<file path="src/rtl/eq_pkg.sv">
// Shared EQ constants, FIR scheduler state encoding and the Q1.15 output saturation helper.
package eq_pkg;
    localparam int SAMPLE_W = 24;
    localparam int COEF_W   = 16;
    localparam int PROD_W   = 40;
    localparam int Q_SHIFT  = 15;

    typedef enum logic [1:0] {
        ST_IDLE  = 2'd0,
        ST_ISSUE = 2'd1,
        ST_WAIT  = 2'd2,
        ST_DONE  = 2'd3
    } fir_state_e;

    // acc is zero-extended by the caller, so bits above the real accumulator are always 0.
    function automatic logic [SAMPLE_W-1:0] sat_acc(input logic [63:0] acc);
        if ((acc >> (SAMPLE_W + Q_SHIFT)) != 64'd0)
            return {SAMPLE_W{1'b1}};
        return acc[SAMPLE_W+Q_SHIFT-1:Q_SHIFT];
    endfunction
endpackage

</file>
<file path="src/rtl/fir_tap_scheduler_if.sv">
// Sample stream, coefficient write port, multiplier operands/product and result of one FIR section.
interface fir_tap_scheduler_if #(
    parameter int TAPS = 8
);
    import eq_pkg::*;
    localparam int AW = $clog2(TAPS);

    logic [SAMPLE_W-1:0] sample;
    logic                sample_valid;
    logic                sample_ready;
    logic                coef_we;
    logic [AW-1:0]       coef_addr;
    logic [COEF_W-1:0]   coef_data;
    logic [SAMPLE_W-1:0] mul_sample;
    logic [COEF_W-1:0]   mul_coef;
    logic                mul_start;
    logic [PROD_W-1:0]   mul_product;
    logic                mul_ready;
    logic [SAMPLE_W-1:0] result;
    logic                result_valid;

    modport master (
        input  sample, sample_valid, coef_we, coef_addr, coef_data, mul_product, mul_ready,
        output sample_ready, mul_sample, mul_coef, mul_start, result, result_valid
    );

    modport slave (
        output sample, sample_valid, coef_we, coef_addr, coef_data, mul_product, mul_ready,
        input  sample_ready, mul_sample, mul_coef, mul_start, result, result_valid
    );
endinterface

</file>
<file path="src/rtl/fir_delay_line.sv">
// Ring buffer of past samples: one write port, one combinational indexed read, synchronous clear.
module fir_delay_line #(
    parameter int DEPTH = 8,
    parameter int W     = eq_pkg::SAMPLE_W
) (
    input  logic                     clk,
    input  logic                     rst,
    input  logic                     we,
    input  logic [$clog2(DEPTH)-1:0] waddr,
    input  logic [W-1:0]             wdata,
    input  logic [$clog2(DEPTH)-1:0] raddr,
    output logic [W-1:0]             rdata
);
    logic [DEPTH-1:0][W-1:0] mem;

    always_ff @(posedge clk) begin
        if (rst)
            mem <= '0;
        else if (we)
            mem[waddr] <= wdata;
    end

    assign rdata = mem[raddr];
endmodule

</file>
<file path="src/rtl/fir_tap_scheduler.sv">
// Drives the shared serial multiplier once per tap and accumulates one filtered sample per input.
module fir_tap_scheduler #(
    parameter int TAPS = 8
) (
    input logic                 i_clk,
    input logic                 i_rst,
    fir_tap_scheduler_if.master bus
);
    import eq_pkg::*;

    localparam int AW    = $clog2(TAPS);
    localparam int ACC_W = SAMPLE_W + COEF_W + AW;
    localparam logic [AW-1:0] LAST_TAP = AW'(TAPS - 1);

    fir_state_e state, state_nxt;

    logic [AW-1:0]                 wr_ptr;
    logic [AW-1:0]                 tap;
    logic [AW-1:0]                 tap_inc;
    logic [AW-1:0]                 rd_idx;
    logic [ACC_W-1:0]              acc;
    logic [ACC_W-1:0]              acc_sum;
    logic [SAMPLE_W-1:0]           op_sample;
    logic [COEF_W-1:0]             op_coef;
    logic [SAMPLE_W-1:0]           result_q;
    logic [SAMPLE_W-1:0]           rd_data;
    logic [TAPS-1:0][COEF_W-1:0]   coef;
    logic                          accept;
    logic                          start;

    assign accept  = (state == ST_IDLE) && bus.sample_valid;
    assign tap_inc = tap + 1'b1;
    // Operands for the following tap are fetched while the current product lands.
    assign rd_idx  = wr_ptr - tap_inc;
    assign acc_sum = acc + ACC_W'(bus.mul_product);

    fir_delay_line #(
        .DEPTH (TAPS),
        .W     (SAMPLE_W)
    ) u_delay (
        .clk   (i_clk),
        .rst   (i_rst),
        .we    (accept),
        .waddr (wr_ptr),
        .wdata (bus.sample),
        .raddr (rd_idx),
        .rdata (rd_data)
    );

    always_ff @(posedge i_clk) begin
        if (i_rst)
            state <= ST_IDLE;
        else
            state <= state_nxt;
    end

    always_comb begin
        state_nxt = state;
        start     = 1'b0;
        case (state)
            ST_IDLE:  if (bus.sample_valid) state_nxt = ST_ISSUE;
            ST_ISSUE: if (bus.mul_ready) begin
                start     = 1'b1;
                state_nxt = ST_WAIT;
            end
            ST_WAIT:  if (bus.mul_ready) state_nxt = (tap == LAST_TAP) ? ST_DONE : ST_ISSUE;
            ST_DONE:  state_nxt = ST_IDLE;
            default:  state_nxt = ST_IDLE;
        endcase
    end

    always_ff @(posedge i_clk) begin
        if (i_rst) begin
            wr_ptr    <= '0;
            tap       <= '0;
            acc       <= '0;
            op_sample <= '0;
            op_coef   <= '0;
            result_q  <= '0;
        end else begin
            case (state)
                ST_IDLE: if (bus.sample_valid) begin
                    acc       <= '0;
                    tap       <= '0;
                    op_sample <= bus.sample;
                    op_coef   <= coef[0];
                end
                ST_WAIT: if (bus.mul_ready) begin
                    acc <= acc_sum;
                    tap <= tap_inc;
                    if (tap == LAST_TAP) begin
                        result_q <= sat_acc(64'(acc_sum));
                    end else begin
                        op_sample <= rd_data;
                        op_coef   <= coef[tap_inc];
                    end
                end
                ST_DONE: wr_ptr <= wr_ptr + 1'b1;
                default: ;
            endcase
        end
    end

    // Coefficients survive reset; writes outside IDLE are dropped so a running sample sees one bank.
    always_ff @(posedge i_clk) begin
        if (state == ST_IDLE && bus.coef_we)
            coef[bus.coef_addr] <= bus.coef_data;
    end

    assign bus.sample_ready = (state == ST_IDLE);
    assign bus.mul_start    = start;
    assign bus.mul_sample   = op_sample;
    assign bus.mul_coef     = op_coef;
    assign bus.result       = result_q;
    assign bus.result_valid = (state == ST_DONE);
endmodule

</file>
<file path="src/flat_wrapper.sv">
// flat-port wrapper written by rule: the top's interface ports become plain ports
module fir_tap_scheduler_flat import eq_pkg::*;
#(
    parameter int TAPS = 8
)
  (i_clk, i_rst, bus_sample, bus_sample_valid, bus_coef_we, bus_coef_addr, bus_coef_data, bus_mul_product, bus_mul_ready, bus_sample_ready, bus_mul_sample, bus_mul_coef, bus_mul_start, bus_result, bus_result_valid);
  fir_tap_scheduler_if #(.TAPS(TAPS)) bus_i ();
  input logic i_clk;
  input logic i_rst;
  input wire logic [$bits(bus_i.sample)-1:0] bus_sample;
  input wire logic [$bits(bus_i.sample_valid)-1:0] bus_sample_valid;
  input wire logic [$bits(bus_i.coef_we)-1:0] bus_coef_we;
  input wire logic [$bits(bus_i.coef_addr)-1:0] bus_coef_addr;
  input wire logic [$bits(bus_i.coef_data)-1:0] bus_coef_data;
  input wire logic [$bits(bus_i.mul_product)-1:0] bus_mul_product;
  input wire logic [$bits(bus_i.mul_ready)-1:0] bus_mul_ready;
  output wire logic [$bits(bus_i.sample_ready)-1:0] bus_sample_ready;
  output wire logic [$bits(bus_i.mul_sample)-1:0] bus_mul_sample;
  output wire logic [$bits(bus_i.mul_coef)-1:0] bus_mul_coef;
  output wire logic [$bits(bus_i.mul_start)-1:0] bus_mul_start;
  output wire logic [$bits(bus_i.result)-1:0] bus_result;
  output wire logic [$bits(bus_i.result_valid)-1:0] bus_result_valid;
  assign bus_i.sample = bus_sample;
  assign bus_i.sample_valid = bus_sample_valid;
  assign bus_i.coef_we = bus_coef_we;
  assign bus_i.coef_addr = bus_coef_addr;
  assign bus_i.coef_data = bus_coef_data;
  assign bus_i.mul_product = bus_mul_product;
  assign bus_i.mul_ready = bus_mul_ready;
  assign bus_sample_ready = bus_i.sample_ready;
  assign bus_mul_sample = bus_i.mul_sample;
  assign bus_mul_coef = bus_i.mul_coef;
  assign bus_mul_start = bus_i.mul_start;
  assign bus_result = bus_i.result;
  assign bus_result_valid = bus_i.result_valid;
  fir_tap_scheduler #(.TAPS(TAPS)) u_core (.i_clk(i_clk), .i_rst(i_rst), .bus(bus_i));
endmodule
</file>
<file path="config.mk">
export PLATFORM = sky130hd
export DESIGN_NAME = fir_tap_scheduler_flat
export DESIGN_NICKNAME = d
export VERILOG_FILES = /design/src/rtl/eq_pkg.sv /design/src/rtl/fir_tap_scheduler_if.sv /design/src/rtl/fir_delay_line.sv /design/src/rtl/fir_tap_scheduler.sv /design/src/flat_wrapper.sv
export SDC_FILE = /design/constraint.sdc
export NUM_CORES = 1
export LEC_CHECK = 0
export ABC_AREA = 1
export BUFFER_PORTS_ARGS = -buffer_cell sky130_fd_sc_hd__buf_2
export CORE_UTILIZATION = 37
export DETAILED_ROUTE_END_ITERATION = 12
export SLEW_MARGIN = 20
export SYNTH_ARGS = -nofsm -noshare
export SYNTH_HDL_FRONTEND = slang
export SYNTH_SLANG_ARGS = --single-unit
</file>
<file path="constraint.sdc">
create_clock -name i_clk -period 6 [get_ports i_clk]
set_clock_uncertainty 0.15 [all_clocks]
set_input_delay 0.6 -clock i_clk [delete_from_list [all_inputs] [get_ports i_clk]]
set_output_delay 0.6 -clock i_clk [all_outputs]
set_load 0.005 [all_outputs]
</file>
==> flow_metrics.tcl <==
set metrics [dict create \
    routed.top_layer "met5" \
    crit_family "buffers and inverters" \
    fin_tns_setup_ns 0 \
    critPathMaxStageDelay_ns 0.75 \
    rows 87 \
    ant_nets 0 \
    run_status "completed" \
    postCtsSetupBuffers 0 \
    grt_max_degree 106 \
    antenna_found_initial 8 \
    io_buffers 154 \
    dr_wl_met2_um 29000 \
    cp_slowest_cell "a21oi_4" \
    cts_resized 0 \
    synth_top_flop_cell "dfxtp_1" \
    die-width_um 241 \
    cp_common_cell "inv_2" \
    whs_ns 0.132 \
    fp.coreArea_um2 56400 \
    cts_buffer_depth 3 \
    syn_inst 2793 \
    die_h_um 241 \
    synth_top_area_cell "dfxtp_1" \
    power.leakage_nw 10.2 \
    critPathMaxFanout 58 \
    cp-end-kind "flip-flop" \
    synth_common_cells "491 x nand2_1, 421 x nor2_1, 333 x o21ai_0" \
    area_delta_synth_final_pct 13.6 \
    post_drt_wl_per_cell_um 17.2 \
    dpl.hpwl_um 39700 \
    synth-warning-count 0 \
    pre_cts_ws_ns 1.91 \
    vdd.ir_drop.worst_mv 0.186 \
    hold_path.class "in -> reg" \
    finalCritPeriodShare 0.686 \
    fin_total_pwr_mw 6.63 \
    setup_ws_ns 1.88 \
    avgSynthCellArea_um2 7.57 \
    synth_area_um2 21100 \
    synth_area_leaders "dfxtp_1 29%, edfxtp_1 18%, nand2_1 8.7%" \
    path_cells "inv_2 > nor2_4 > inv_2 > nor2_4 > buf_4 > inv_2 > nand2_4 > inv_2 > a21oi_4 > buf_12 > nand4_1 > o211ai_1 > inv_1" \
    cts_max_level 2 \
    yosysTopAreaCellShare 0.291 \
    synth.most_common_cell "nand2_1" \
    drive_above_1_share 0.0960 \
    hold_violations 0 \
    num_vias 18800 \
    grt_pass1_wl_um 96200 \
    fillers 5719 \
    fmax_ghz 0.243 \
    synth-seq-area-share 0.473 \
    async_reset_ff_frac 0 \
    critPathLaunchType "flip-flop" \
    drt_iter0_drc 1447 \
    place_congestion 0.932 \
    worstMarginPinSlew_ns 1.15 \
    first_global_vias 17600 \
    drcViolationCount 0 \
    synth_edf_count 128 \
    synth-seq-cells 435 \
    synthDistinctLibCells 40 \
    synth_nets 2927 \
    slew-limit-headroom 0.232 \
    cp_data_arrival_time_ns 4.44 \
    clk_pin_slew_ns 0.06 \
    p_per_area_nw_per_um2 276 \
    io_pins 155 \
    cts_made_buffers 48 \
    initial_utilization 0.375 \
    fp.dieArea_um2 58100 \
    path_class "reg -> reg" \
    grt.overflow.total 0 \
    critPathBufInv 7 \
    final_nets 2982 \
    max_cap_violations 0 \
    rsz0062_at_grt "false" \
    vias_per_cell 5.17 \
    worstSkewPairLatency_ns 0.59 \
    cts_hold_buffers 0 \
    required_ns 6.32 \
    met1_length_um 27600 \
    finalCriticalPeriod_ns 4.12 \
    firstDrtPassIters 5 \
    drv_slew 0 \
    met3_length_um 4060 \
    cts_root_buf "clkbuf_16" \
    grt_usage 0.211 \
    setup_viol 0 \
    wl_um 62700 \
    cts.sinks 435 \
    cts_tree "yes" \
]
-- sequential cells by signal, indices dropped and copies added, names as in the netlist --
name and flops:
u_core.u_delay.mem 192, u_core.coef 128, u_core.acc 43, u_core.bus.mul_sample 24, u_core.bus.result 24, u_core.bus.mul_coef 16, u_core.tap 3, u_core.wr_ptr 3
u_core.state 2
-- kinds of logic after synthesis --
family                     synth area share
and+or+nand+nor                       0.196
AOI/OAI and AO/OA                     0.200
buffers and inverters                0.0855
DFF                                   0.473
adders and majority gates            0.0279
muxes                                0.0118
xor gates and xnor gates            0.00663
-- final timing paths --
path / cells after the start / slack, ns / from / end
setup / recovery: 13 / 1.88 / u_core.state[1]$_SDFFE_PP0P_ / u_core.bus.mul_coef[2]$_SDFFE_PP0P_
hold / removal: 1 / 0.13 / bus_coef_data[6] / u_core.coef[38]$_DFFE_PP_
setup reg to reg: 13 / 1.88 / u_core.state[1]$_SDFFE_PP0P_ / u_core.bus.mul_coef[2]$_SDFFE_PP0P_
hold reg to reg: 2 / 0.30 / u_core.u_delay.mem[51]$_SDFFE_PP0P_ / u_core.u_delay.mem[51]$_SDFFE_PP0P_
-- per-layer routing --
metal  GRT usage  vias to the layer above
met3      0.0423                      120
met1       0.271                     8822
met2       0.351                      505
li1            -                     9369
met4      0.0754                        8
met5           0                        -
-- layout by cell type, fill, tap and decap left out, drive strengths merged, types with 4 or more instances in the layout --
cell / Yosys / layout
nand4: 23 / 23
o21a: 47 / 47
nand2: 492 / 492
clkinv: 0 / 10
nor2: 426 / 426
nor3: 4 / 4
xnor2: 5 / 5
inv: 294 / 294
a21oi: 236 / 236
nand3: 80 / 80
o21bai: 6 / 6
dfxtp: 307 / 307
a31oi: 24 / 24
mux2i: 25 / 25
edfxtp: 128 / 128
o21ai: 346 / 346
o311ai: 23 / 23
clkbuf: 131 / 72
buf: 47 / 183
ha: 44 / 44
or2: 7 / 7
xor2: 11 / 11
o211ai: 41 / 41
o22ai: 33 / 33
-- worst register-to-register path: cells and delay by family (launching register included) --
| family | cells | cell delay, ns |
|---|---|---|
| AO/OA/AOI/OAI | 2 | 0.93 |
| AND/OR/NAND/NOR | 4 | 1.07 |
| buffers and inverters | 7 | 1.50 |
| flip-flops | 1 | 0.38 |
-- through the flow --
| stage | cells | utilization | area, µm² |
|---|---|---|---|
| 2_1_floorplan | 2793 | - | 21100 |
| 3_3_place_gp | 3553 | 0.398 | 22400 |
| 3_5_place_dp | 3553 | 0.398 | 22400 |
| 4_1_cts | 3639 | 0.425 | 24000 |
| 5_1_grt | 3642 | 0.426 | 24000 |
| 6_report | 3643 | 0.426 | 24000 |
-- power breakdown --
group,internal (mW),leakage [nW],switching (mW)
clock,1.70,0.755,1.21
sequential,3.10,3.65,0.0380
combinational,0.181,5.78,0.405
total,4.98,10.2,1.65
-- layout make-up --
class	instances	area (µm²)	area share
diodes	3	7.51	0.000313
clock buffers	72	1360	0.0567
well taps	756	946	0.0394
clock inverters	14	190	0.00792
flip-flops and latches	435	9990	0.416
repair buffers	183	1030	0.0430
inverters	294	1110	0.0462
multi-input cells	1886	9380	0.390
Note: power is estimated with default switching activity, not from simulation.
